===== src/rtl/bin_to_bcd_seq_if.sv =====
// Request/result bundle for the sequential binary-to-BCD converter.
// The master drives start/bin and the slave (converter) drives the results.
interface bin_to_bcd_seq_if #(
  parameter int WIDTH  = 8,
  parameter int DIGITS = 3
);
  logic                  start;
  logic [WIDTH-1:0]      bin;
  logic                  busy;
  logic                  done;
  logic [4*DIGITS-1:0]   bcd;
  logic [DIGITS-1:0]     lz_mask;
  logic                  overflow;

  modport master (
    output start, bin,
    input  busy, done, bcd, lz_mask, overflow
  );

  modport slave (
    input  start, bin,
    output busy, done, bcd, lz_mask, overflow
  );
endinterface


===== src/rtl/bin_to_bcd_seq.sv =====
// Sequential double-dabble binary-to-BCD converter, one input bit per clock.
// start sampled at edge N -> results and a one-cycle done pulse follow edge N+WIDTH+1.
module bin_to_bcd_seq #(
  parameter int WIDTH  = 8,
  parameter int DIGITS = 3
) (
  input  logic         clk,
  input  logic         reset,
  bin_to_bcd_seq_if.slave bus
);

  localparam int CW = $clog2(WIDTH + 1);
  localparam int BW = 4 * DIGITS;
  localparam logic [DIGITS-1:0] LZ_RST = ~DIGITS'(1);

  typedef enum logic [1:0] {IDLE, SHIFT, FINISH} state_t;

  state_t          state, state_nxt;
  logic [WIDTH-1:0] bin_shift, bin_shift_nxt;
  logic [BW-1:0]   work, work_nxt, adj;
  logic [CW-1:0]   cnt, cnt_nxt;
  logic            ovf_work, ovf_work_nxt;
  logic [BW-1:0]   bcd_q, bcd_nxt;
  logic [DIGITS-1:0] lz_q, lz_nxt, lz_calc;
  logic            ovf_q, ovf_nxt;
  logic            done_q, done_nxt;
  logic            all_zero;

  always_ff @(posedge clk or posedge reset) begin
    if (reset) begin
      state     <= IDLE;
      bin_shift <= '0;
      work      <= '0;
      cnt       <= '0;
      ovf_work  <= 1'b0;
      bcd_q     <= '0;
      lz_q      <= LZ_RST;
      ovf_q     <= 1'b0;
      done_q    <= 1'b0;
    end else begin
      state     <= state_nxt;
      bin_shift <= bin_shift_nxt;
      work      <= work_nxt;
      cnt       <= cnt_nxt;
      ovf_work  <= ovf_work_nxt;
      bcd_q     <= bcd_nxt;
      lz_q      <= lz_nxt;
      ovf_q     <= ovf_nxt;
      done_q    <= done_nxt;
    end
  end

  // All digits are adjusted in parallel from their pre-adjust values.
  always_comb begin
    adj = work;
    for (int k = 0; k < DIGITS; k++) begin
      if (work[4*k +: 4] >= 4'd5)
        adj[4*k +: 4] = work[4*k +: 4] + 4'd3;
    end
  end

  always_comb begin
    lz_calc  = '0;
    all_zero = 1'b1;
    for (int k = DIGITS - 1; k >= 1; k--) begin
      all_zero   = all_zero & (work[4*k +: 4] == 4'd0);
      lz_calc[k] = all_zero;
    end
  end

  always_comb begin
    state_nxt     = state;
    bin_shift_nxt = bin_shift;
    work_nxt      = work;
    cnt_nxt       = cnt;
    ovf_work_nxt  = ovf_work;
    bcd_nxt       = bcd_q;
    lz_nxt        = lz_q;
    ovf_nxt       = ovf_q;
    done_nxt      = 1'b0;
    case (state)
      IDLE: begin
        if (bus.start) begin
          bin_shift_nxt = bus.bin;
          work_nxt      = '0;
          ovf_work_nxt  = 1'b0;
          cnt_nxt       = CW'(WIDTH);
          state_nxt     = SHIFT;
        end
      end
      SHIFT: begin
        // A 1 leaving the top digit means the value no longer fits in DIGITS.
        work_nxt      = {adj[BW-2:0], bin_shift[WIDTH-1]};
        bin_shift_nxt = bin_shift << 1;
        if (adj[BW-1])
          ovf_work_nxt = 1'b1;
        cnt_nxt = cnt - CW'(1);
        if (cnt == CW'(1))
          state_nxt = FINISH;
      end
      FINISH: begin
        bcd_nxt   = work;
        lz_nxt    = lz_calc;
        ovf_nxt   = ovf_work;
        done_nxt  = 1'b1;
        state_nxt = IDLE;
      end
      default: state_nxt = IDLE;
    endcase
  end

  assign bus.busy     = (state != IDLE);
  assign bus.done     = done_q;
  assign bus.bcd      = bcd_q;
  assign bus.lz_mask  = lz_q;
  assign bus.overflow = ovf_q;

endmodule


===== src/flat_wrapper.sv =====
// flat-port wrapper written by rule: the top's interface ports become plain ports
module bin_to_bcd_seq_flat 
#(
  parameter int WIDTH  = 8,
  parameter int DIGITS = 3
)
  (clk, reset, bus_start, bus_bin, bus_busy, bus_done, bus_bcd, bus_lz_mask, bus_overflow);
  bin_to_bcd_seq_if #(.WIDTH(WIDTH), .DIGITS(DIGITS)) bus_i ();
  input  logic clk;
  input  logic reset;
  input wire logic [$bits(bus_i.start)-1:0] bus_start;
  input wire logic [$bits(bus_i.bin)-1:0] bus_bin;
  output wire logic [$bits(bus_i.busy)-1:0] bus_busy;
  output wire logic [$bits(bus_i.done)-1:0] bus_done;
  output wire logic [$bits(bus_i.bcd)-1:0] bus_bcd;
  output wire logic [$bits(bus_i.lz_mask)-1:0] bus_lz_mask;
  output wire logic [$bits(bus_i.overflow)-1:0] bus_overflow;
  assign bus_i.start = bus_start;
  assign bus_i.bin = bus_bin;
  assign bus_busy = bus_i.busy;
  assign bus_done = bus_i.done;
  assign bus_bcd = bus_i.bcd;
  assign bus_lz_mask = bus_i.lz_mask;
  assign bus_overflow = bus_i.overflow;
  bin_to_bcd_seq #(.WIDTH(WIDTH), .DIGITS(DIGITS)) u_core (.clk(clk), .reset(reset), .bus(bus_i));
endmodule

===== config.mk =====
export PLATFORM = sky130hd
export DESIGN_NAME = bin_to_bcd_seq_flat
export DESIGN_NICKNAME = d
export VERILOG_FILES = /design/src/rtl/bin_to_bcd_seq_if.sv /design/src/rtl/bin_to_bcd_seq.sv /design/src/flat_wrapper.sv
export SDC_FILE = /design/constraint.sdc
export NUM_CORES = 1
export LEC_CHECK = 0
export CAP_MARGIN = 15
export CELL_PAD_IN_SITES_DETAIL_PLACEMENT = 0
export CELL_PAD_IN_SITES_GLOBAL_PLACEMENT = 1
export CORE_AREA = 8 8 85 87
export DETAILED_ROUTE_END_ITERATION = 8
export DIE_AREA = 0 0 93 95
export PLACE_DENSITY = 0.69
export SETUP_SLACK_MARGIN = 0.15
export SLEW_MARGIN = 20
export SYNTH_ARGS = -nofsm -noshare
export SYNTH_HDL_FRONTEND = slang
export SYNTH_SLANG_ARGS = --single-unit

===== constraint.sdc =====
create_clock -name clk -period 3.2 [get_ports clk]
set_input_delay 0.8 -clock clk [delete_from_list [all_inputs] [get_ports clk]]
set_output_delay 0.8 -clock clk [all_outputs]
set_load 0.005 [all_outputs]

==> reports/results.txt, run 1 <==
RSZ-0062 raised after global routing - false
I/O Pins - 29
clk buf depth - 2
largest net degree at the start of global routing - 44
Routed Antenna Nets - 0
top_reg_cell synth - dfrtp_1
Area growth, synth to finish - 20.81%
DIE WIDTH - 93 um
Post-synth EDFFs - 0
initial antenna violation count - 0
Yosys Warn Count - 0
total vias in the final route - 1395
Mean Syn Cell Area - 10.41 sq um
DRT Pass-1 Iters - 4
mapped cell area - 2008 sq um
Hold EP - u_core.bus.bcd[11]$_DFFE_PP0P_
I/O Buffers - 27
relative slew slack - 0.5246
type of origin of the critical path - flop
Worst Hold Class - flop to flop
Yosys top cell by area - dfrtp_1
Root Buffer - clkbuf_8
worst reg-to-reg path cell count - 3
Post-Route Utilization - 0.4172
Fin Clk Skew - 0.002774 ns
Core Rows - 28
Worst-Skew Late Latency - 0.29 ns
FF+latch area - 1079 sq um
RR Endpoint - u_core.work[10]$_DFFE_PP0P_
Least-Margin Pin Slew - 0.7105 ns
Initial Util - 0.3453
outcome - finished clean
Critical Path End Type - output pin
Yosys reg bits - 43
Clock Sinks - 43
vias in the first global route - 1486
setup TNS - 0 ns
htree depth - 2
HPWL after DPL - 2598 um
top cells by count, synth - nand2_1, dfrtp_1, o21ai_0, ha_1, inv_1
Mapped Cells - 193
async set-reset flop share out of synthesis - 1.000
Distinct cells, synth - 37
WL final - 3913 um
Power per Cell Area - 947.6 nW/um^2
Mapped Nets - 213
DR WL/cell - 13.22 um
first-pass GRT wire length - 6886 um
grt ovf - 0
crit path max fanout - 6
total CTS buffers - 5
Core Area - 5816 sq um
Hold Path Stages - 2
post-synthesis sequential area ratio - 0.5371
DRC Markers - 0
final max-slew violation count - 0
clock-pin slew on the worst setup and hold paths - 0.08 ns
Peak VDD IR - 0.0003964 V
area of the multi-input gates - 823.3 sq um
fillcell total - 627
Post-CTS Setup Bufs - 0
RR Startpoint - u_core.state[1]$_DFFE_PP0P_
HP Start - u_core.bus.bcd[11]$_DFFE_PP0P_
fmax - 439.2 MHz
Synth top area share - 0.5109
WS Path Type - flop to output pin
Final Wtd Congestion - 0.6959
fin crit share - 0.7115
most numerous cell in the Yosys netlist - nand2_1
max-cap viol count - 0
vias per inst - 4.713
synth top area cells - dfrtp_1, nand2_1, ha_1, o21ai_0, a22oi_1
reg-to-reg slack, setup - 1.49 ns
P_leak - 0.001114 uW
CTS hold repair buffers - 0
GRT Total Usage - 0.09707
Final setup viols - 0
layout cells sized above 1 - 0.08597
Req. time, crit path - 2.40 ns
DR iter-0 viols - 68
die footprint - 8835 sq um
Die H - 95 um
Antenna diodes - 0
Post-CTS Resized - 0
Period minus WS final - 2.277 ns
CTS tree - yes
Worst Path Arrival - 1.48 ns
nets - 240
Final Hold Vio Count - 0
[report_power, final]
group          total (uW)  switching [uW]  internal, uW  leakage, uW
registers             937             165           773     0.000548
logic                 990             503           487     0.000514
clock network         372             175           197    0.0000515
[cells in the final DEF, fill, tap and decap left out, types with 3 or more instances in the layout]
cell             instances
a32o_1                   3
clkdlybuf4s50_1         27
xor2_1                   3
buf_4                    3
a22o_1                   4
nand2_1                 49
a21oi_1                  3
mux2i_1                  3
o31ai_2                  3
nand2b_1                 4
nand3_1                  3
inv_1                    9
clkbuf_8                 7
dfrtp_1                 41
o22ai_1                  3
o21ai_0                 14
xnor2_1                  3
ha_1                     9
a22oi_1                  7
[how the worst max path moves through the flow]
stage,start,endpoint,slack (ns),depth (start not counted)
after detailed placement,bus_start,u_core.work[2]$_DFFE_PP0P_,0.80,5
after floorplan,reset,u_core.bin_shift[0]$_DFFE_PP0P_,1.40,1
after global routing,u_core.state[0]$_DFFE_PP0P_,bus_busy,0.84,2
after global placement,bus_start,u_core.work[6]$_DFFE_PP0P_,0.82,5
after CTS,u_core.state[0]$_DFFE_PP0P_,bus_busy,0.90,2
final,u_core.state[0]$_DFFE_PP0P_,bus_busy,0.92,2
[flip-flops by register name (all words and copies together), names as in the netlist]
| signal | count |
|---|---|
| u_core.state | 2 |
| u_core.bus.overflow | 1 |
| u_core.bus.lz_mask | 2 |
| u_core.bin_shift | 8 |
| u_core.cnt | 4 |
| u_core.bus.bcd | 12 |
| u_core.bus.done | 1 |
| u_core.ovf_work | 1 |
| u_core.work | 12 |
[kinds of logic after synthesis]
kind of cell    synth area share
xor+xnor                 0.02617
other cells             0.001867
buf+inv                  0.05296
flops                     0.5371
compound gates            0.1520
mux                      0.01495
simple gates              0.1589
fa+ha+maj                0.05608
[per-stage QoR]
stage / cells / setup WS, ns / area, sq um / total power [uW] / hold WS, ns
floorplan: 193 / 1.401 / 2008 / 1646 / 0.4386
global placement: 288 / 0.8184 / 2326 / 1937 / 0.4578
detailed placement: 288 / 0.7997 / 2326 / 1948 / 0.4641
CTS: 296 / 0.9007 / 2426 / 2334 / 0.4825
global route: 296 / 0.8414 / 2426 / 2506 / 0.5123
finish: 296 / 0.9232 / 2426 / 2299 / 0.4741
[layout make-up]
cell class | count | share of cell area
Sequential cell | 43 | 0.4446
Multi-Input combinational cell | 130 | 0.3393
Timing Repair Buffer | 30 | 0.1207
Clock buffer | 8 | 0.04126
Tap cell | 75 | 0.03868
Inverter | 10 | 0.01547
[critical path, cell delays in order, from the launching register on]
cell and delay (ns):
dfrtp_1 0.42, or2_2 0.31, clkdlybuf4s50_1 0.45
[routing by layer]
| metal | global-route usage | vias to the layer above | share of wire |
|---|---|---|---|
| met5 | 0 | - | 0 |
| met3 | 0.04127 | 5 | 0.064 |
| met4 | 0.03624 | 0 | 0.014 |
| met1 | 0.1196 | 649 | 0.51 |
| met2 | 0.1479 | 31 | 0.41 |
| li1 | - | 710 | - |
Note: power is estimated with default switching activity, not from simulation.
==> run 2: changes to the inputs <==
- clock period: 3.2 -> 2.2 ns (I/O delays scaled with it)
==> run 2 against run 1 <==
  * Flip-flop and latch count unchanged
  * Critical path depth decreased by 1
  * Count of clock-buffer cells in the layout is 1 lower
  * Design area down 0.15%
  * Highest routed layer unchanged
  * Global-route usage down 0.16 points
  * First-iteration DRC count down 26%
  * Combinational power grew 45%
  * Critical path type unchanged
  * Setup slack got worse by 0.60 ns
  * Via count increased by 0.57%
  * Clock power increased by 29%
  * Non-clock buffer count is the same
  * Worst hold slack improved by 0.0025 ns
  * Largest power group unchanged
==> reports/results.txt, run 2 (synthesis gave the netlist of run 1 again) <==
Req. time, crit path - 1.65 ns
WS Path Type - flop to output pin
Core Area - 5816 sq um
Die H - 95 um
Final setup viols - 0
nets - 240
DR WL/cell - 13.10 um
relative slew slack - 0.5154
CP top delay family - flip-flops
WP buf/inv - 1
die footprint - 8835 sq um
Area growth, synth to finish - 20.62%
Final Wtd Congestion - 0.7230
commonest non-fill, non-tap cells in the layout - nand2_1, dfrtp_1, clkdlybuf4s50_1
Hold Path Stages - 2
Final Hold Vio Count - 0
largest net degree at the start of global routing - 44
slowest cell delay on critical path - 0.54 ns
type of origin of the critical path - flop
Peak VDD IR - 0.0007154 V
Worst-Skew Late Latency - 0.29 ns
final max-slew violation count - 0
grt ovf - 0
fin crit share - 0.8508
Period minus WS final - 1.872 ns
Initial Util - 0.3453
worst reg-to-reg path cell count - 3
DRC Markers - 0
Worst Path Arrival - 1.32 ns
I/O Pins - 29
Worst Hold Class - flop to flop
placed cell count - 288
htree depth - 2
first-pass GRT wire length - 6831 um
GRT Total Usage - 0.09545
fmax - 534.2 MHz
non-filler cells, final - 296
CTS tree - yes
Critical Path End Type - output pin
I/O Buffers - 27
Power per Cell Area - 1356 nW/um^2
crit path max fanout - 2
initial antenna violation count - 0
clk buf depth - 2
RSZ-0062 raised after global routing - false
cell-by-cell trace of the critical path - clkdlybuf4s50_1
total CTS buffers - 5
Routed Antenna Nets - 0
Root Buffer - clkbuf_8
vias per inst - 4.740
HPWL after DPL - 2715 um
vias in the first global route - 1452
Antenna diodes - 0
Core Rows - 28
slowest stage cell on the critical path - dfstp_2
setup TNS - 0 ns
max-cap viol count - 0
Clock Sinks - 43
WL final - 3877 um
total vias in the final route - 1403
most common cell after layout, fill and taps aside - nand2_1
DR iter-0 viols - 50
Least-Margin Pin Slew - 0.7242 ns
DRT Pass-1 Iters - 4
fillcell total - 625
layout cells sized above 1 - 0.08145
outcome - finished clean
Fin Clk Skew - 0.003586 ns
P_leak - 0.001115 uW
stages on the worst setup path - 1
DIE WIDTH - 93 um
clock-pin slew on the worst setup and hold paths - 0.08 ns
## run 2: changes by cell type in the layout (fill, tap and decap cells not counted), sizes merged
cell	previous run	this run
dlymetal6s2s	0	1
clkbuf	8	7
clkdlybuf4s50	27	26
clkinv	1	2
## run 2: final timing paths
path,start,slack [ns],to
max,u_core.bus.lz_mask[1]$_DFFE_PP1P_,0.33,bus_lz_mask[1]
min,u_core.bus.lz_mask[2]$_DFFE_PP1P_,0.48,u_core.bus.lz_mask[2]$_DFFE_PP1P_
max reg2reg,u_core.state[1]$_DFFE_PP0P_,0.48,u_core.work[2]$_DFFE_PP0P_
min reg2reg,u_core.bus.lz_mask[2]$_DFFE_PP1P_,0.48,u_core.bus.lz_mask[2]$_DFFE_PP1P_
max in group asynchronous,reset,1.32,u_core.bus.lz_mask[2]$_DFFE_PP1P_
min in group asynchronous,reset,0.61,u_core.bus.bcd[1]$_DFFE_PP0P_
## run 2: what timing repair did
action | CTS | global route
resized for setup | 0 | 1
setup buffers | 0 | 0
hold buffers | 0 | 0
setup endpoints to repair | 0 | 1
## run 2: final cells by class
type,count,area [sq um],area share
inverters,10,37.54,0.01550
multi-input cells,130,823.3,0.3399
clock buffers,7,76.32,0.03151
clock inverters,1,5.005,0.002066
repair buffers,30,307.8,0.1271
flip-flops and latches,43,1079,0.4452
well taps,75,93.84,0.03874
## run 2: power breakdown
group / internal, uW / total (uW) / switching [uW]
clock: 223 / 479 / 256
sequential: 1120 / 1370 / 244
combinational: 709 / 1440 / 728
total: 2060 / 3280 / 1230
## run 2: metrics by stage
| step | area, sq um | utilization | setup WS, ns | hold slack (ns) | total power, uW |
|---|---|---|---|---|---|
| global placement | 2338 | 0.4021 | 0.09772 | 0.4588 | 2821 |
| CTS | 2420 | 0.4161 | 0.1585 | 0.4844 | 3346 |
| finish | 2422 | 0.4165 | 0.3282 | 0.4766 | 3284 |
| global route | 2422 | 0.4165 | 0.2720 | 0.5118 | 3570 |
| floorplan | 2008 | - | 0.6506 | 0.4386 | 2394 |
| detailed placement | 2338 | 0.4021 | 0.09465 | 0.4670 | 2849 |
## run 2: layer usage
layer,vias to the layer above,routed length [um],track usage
li1,706,-,-
met1,660,2007,0.1197
met3,8,237,0.03492
met2,29,1574,0.1450
met5,-,0,0
met4,0,57,0.04027
==> run 3: changes to the inputs <==
- CORE_AREA: 8 8 85 87 -> 8 8 79 81
- DIE_AREA: 0 0 93 95 -> 0 0 87 89
- PLACE_DENSITY: 0.69 -> 0.79
- RECOVER_POWER: default -> 100
==> run 3 against run 2 <==
  * Critical path depth unchanged
  * Clock power grew 14%
  * Clock skew about the same
  * Largest cell class unchanged
==> reports/results.txt, run 3 (synthesis gave the netlist of run 1 again) <==
setup slack after layout - 0.2559 ns
CP top delay family - buffers and inverters
WS Path Type - flop to output pin
setup TNS - 0 ns
WP buf/inv - 1
layout cells sized above 1 - 0.07143
RSZ-0062 raised after global routing - false
Final setup viols - 0
Net Sw Frac - 0.3706
P_leak - 0.001157 uW
max-cap viol count - 0
final max-slew violation count - 0
Worst Path Arrival - 1.39 ns
Comb pwr share - 0.420
Area growth, synth to finish - 19.81%
Fin Clk Skew - 0.003567 ns
largest net degree at the start of global routing - 44
fin crit share - 0.8837
Worst-Skew Late Latency - 0.29 ns
outcome - finished clean
Power per Cell Area - 1361 nW/um^2
CP startpoint - u_core.bus.lz_mask[1]$_DFFE_PP1P_
slowest cell delay on critical path - 0.57 ns
fmax - 514.4 MHz
I/O Pins - 29
slowest stage cell on the critical path - dlygate4sd3_1
GRT Total Usage - 0.1075
total CTS buffers - 5
initial antenna violation count - 0
sw power - 1213 uW
clock power share - 0.167
Period minus WS final - 1.944 ns
Req. time, crit path - 1.65 ns
Worst Hold Class - flop to flop
most common cell after layout, fill and taps aside - nand2_1
HP Start - u_core.bus.bcd[10]$_DFFE_PP0P_
Core Area - 4977 sq um
first-pass GRT wire length - 6555 um
DRT Pass-1 Iters - 4
relative slew slack - 0.2959
vias in the first global route - 1435
Routed Antenna Nets - 0
sequential cell fraction of total power - 0.413
HPWL after DPL - 2661 um
DRC Markers - 0
Core Rows - 26
CTS tree - yes
Least-Margin Pin Slew - 1.056 ns
WL final - 3904 um
Final Wtd Congestion - 0.7929
Critical Path End Type - output pin
commonest non-fill, non-tap cells in the layout - nand2_1, dfrtp_1, dlygate4sd3_1
internal cell power - 2061 uW
I/O Buffers - 27
Antenna diodes - 0
DR iter-0 viols - 118
cell-by-cell trace of the critical path - dlygate4sd3_1
fillcell total - 479
grt ovf - 0
DIE WIDTH - 87 um
Die H - 89 um
DR WL/cell - 13.28 um
clock-pin slew on the worst setup and hold paths - 0.08 ns
Root Buffer - clkbuf_8
Clock Sinks - 43
Final Hold Vio Count - 0
type of origin of the critical path - flop
total vias in the final route - 1412
htree depth - 2
vias per inst - 4.803
clk buf depth - 2
nets - 243
total power - 3274 uW
crit path max fanout - 2
RR Startpoint - u_core.state[0]$_DFFE_PP0P_
Peak VDD IR - 0.0006338 V
Post-Route Utilization - 0.4834
Initial Util - 0.4035
die footprint - 7743 sq um
post-place setup slack - 0.1664 ns
[run 3: cell count changes in the layout (fill, tap and decap cells not counted), moves of 2 or more]
cell / previous run / this run
clkbuf_8: 5 / 7
dlygate4sd3_1: 0 / 18
clkdlybuf4s50_1: 26 / 8
clkbuf_1: 2 / 4
[run 3: cell type report]
| class | instances | area [sq um] | area share |
|---|---|---|---|
| multi-input combinational | 130 | 800.8 | 0.3328 |
| timing repair buffer | 33 | 301.5 | 0.1253 |
| sequential | 43 | 1079 | 0.4483 |
| inverter | 10 | 37.54 | 0.01560 |
| tap | 70 | 87.58 | 0.03640 |
| clock buffer | 8 | 100.1 | 0.04160 |
[run 3: per-layer routing]
| metal | track usage | share of wire |
|---|---|---|
| met1 | 0.1357 | 0.49 |
| met2 | 0.1672 | 0.44 |
| met3 | 0.03676 | 0.063 |
| met4 | 0.03756 | 0.0095 |
| met5 | 0 | 0 |
[run 3: final timing paths]
path | to | slack (ns) | cells past startpoint
max | bus_lz_mask[1] | 0.26 | 1
max in group asynchronous | u_core.ovf_work$_DFFE_PP0P_ | 0.53 | 3
min | u_core.bus.bcd[10]$_DFFE_PP0P_ | 0.47 | 2
min reg2reg | u_core.bus.bcd[10]$_DFFE_PP0P_ | 0.47 | 2
max reg2reg | u_core.work[10]$_DFFE_PP0P_ | 0.29 | 4
min in group asynchronous | u_core.work[0]$_DFFE_PP0P_ | 1.03 | 3
[run 3: power groups by stage]
stage | logic [uW] | registers (uW) | clock network, uW
detailed placement | 1470 | 1380 | 0
global placement | 1440 | 1370 | 0
finish | 1380 | 1350 | 547
global route | 1560 | 1400 | 599
CTS | 1490 | 1360 | 562
floorplan | 1060 | 1330 | 0
[run 3: timing repair]
item                                    in CTS  in global routing
endpoints found under the setup margin       1                  1
hold buffers                                 0                  0
buffers inserted                             1                  1
resized for setup                            0                  1
[run 3: stage by stage]
stage	instance area [sq um]	cells	hold slack, ns
after CTS	2447	293	0.4823
after global placement	2340	284	0.4567
after global routing	2406	294	0.4956
final	2406	294	0.4677
after floorplan	2008	193	0.4386
after detailed placement	2340	284	0.4633
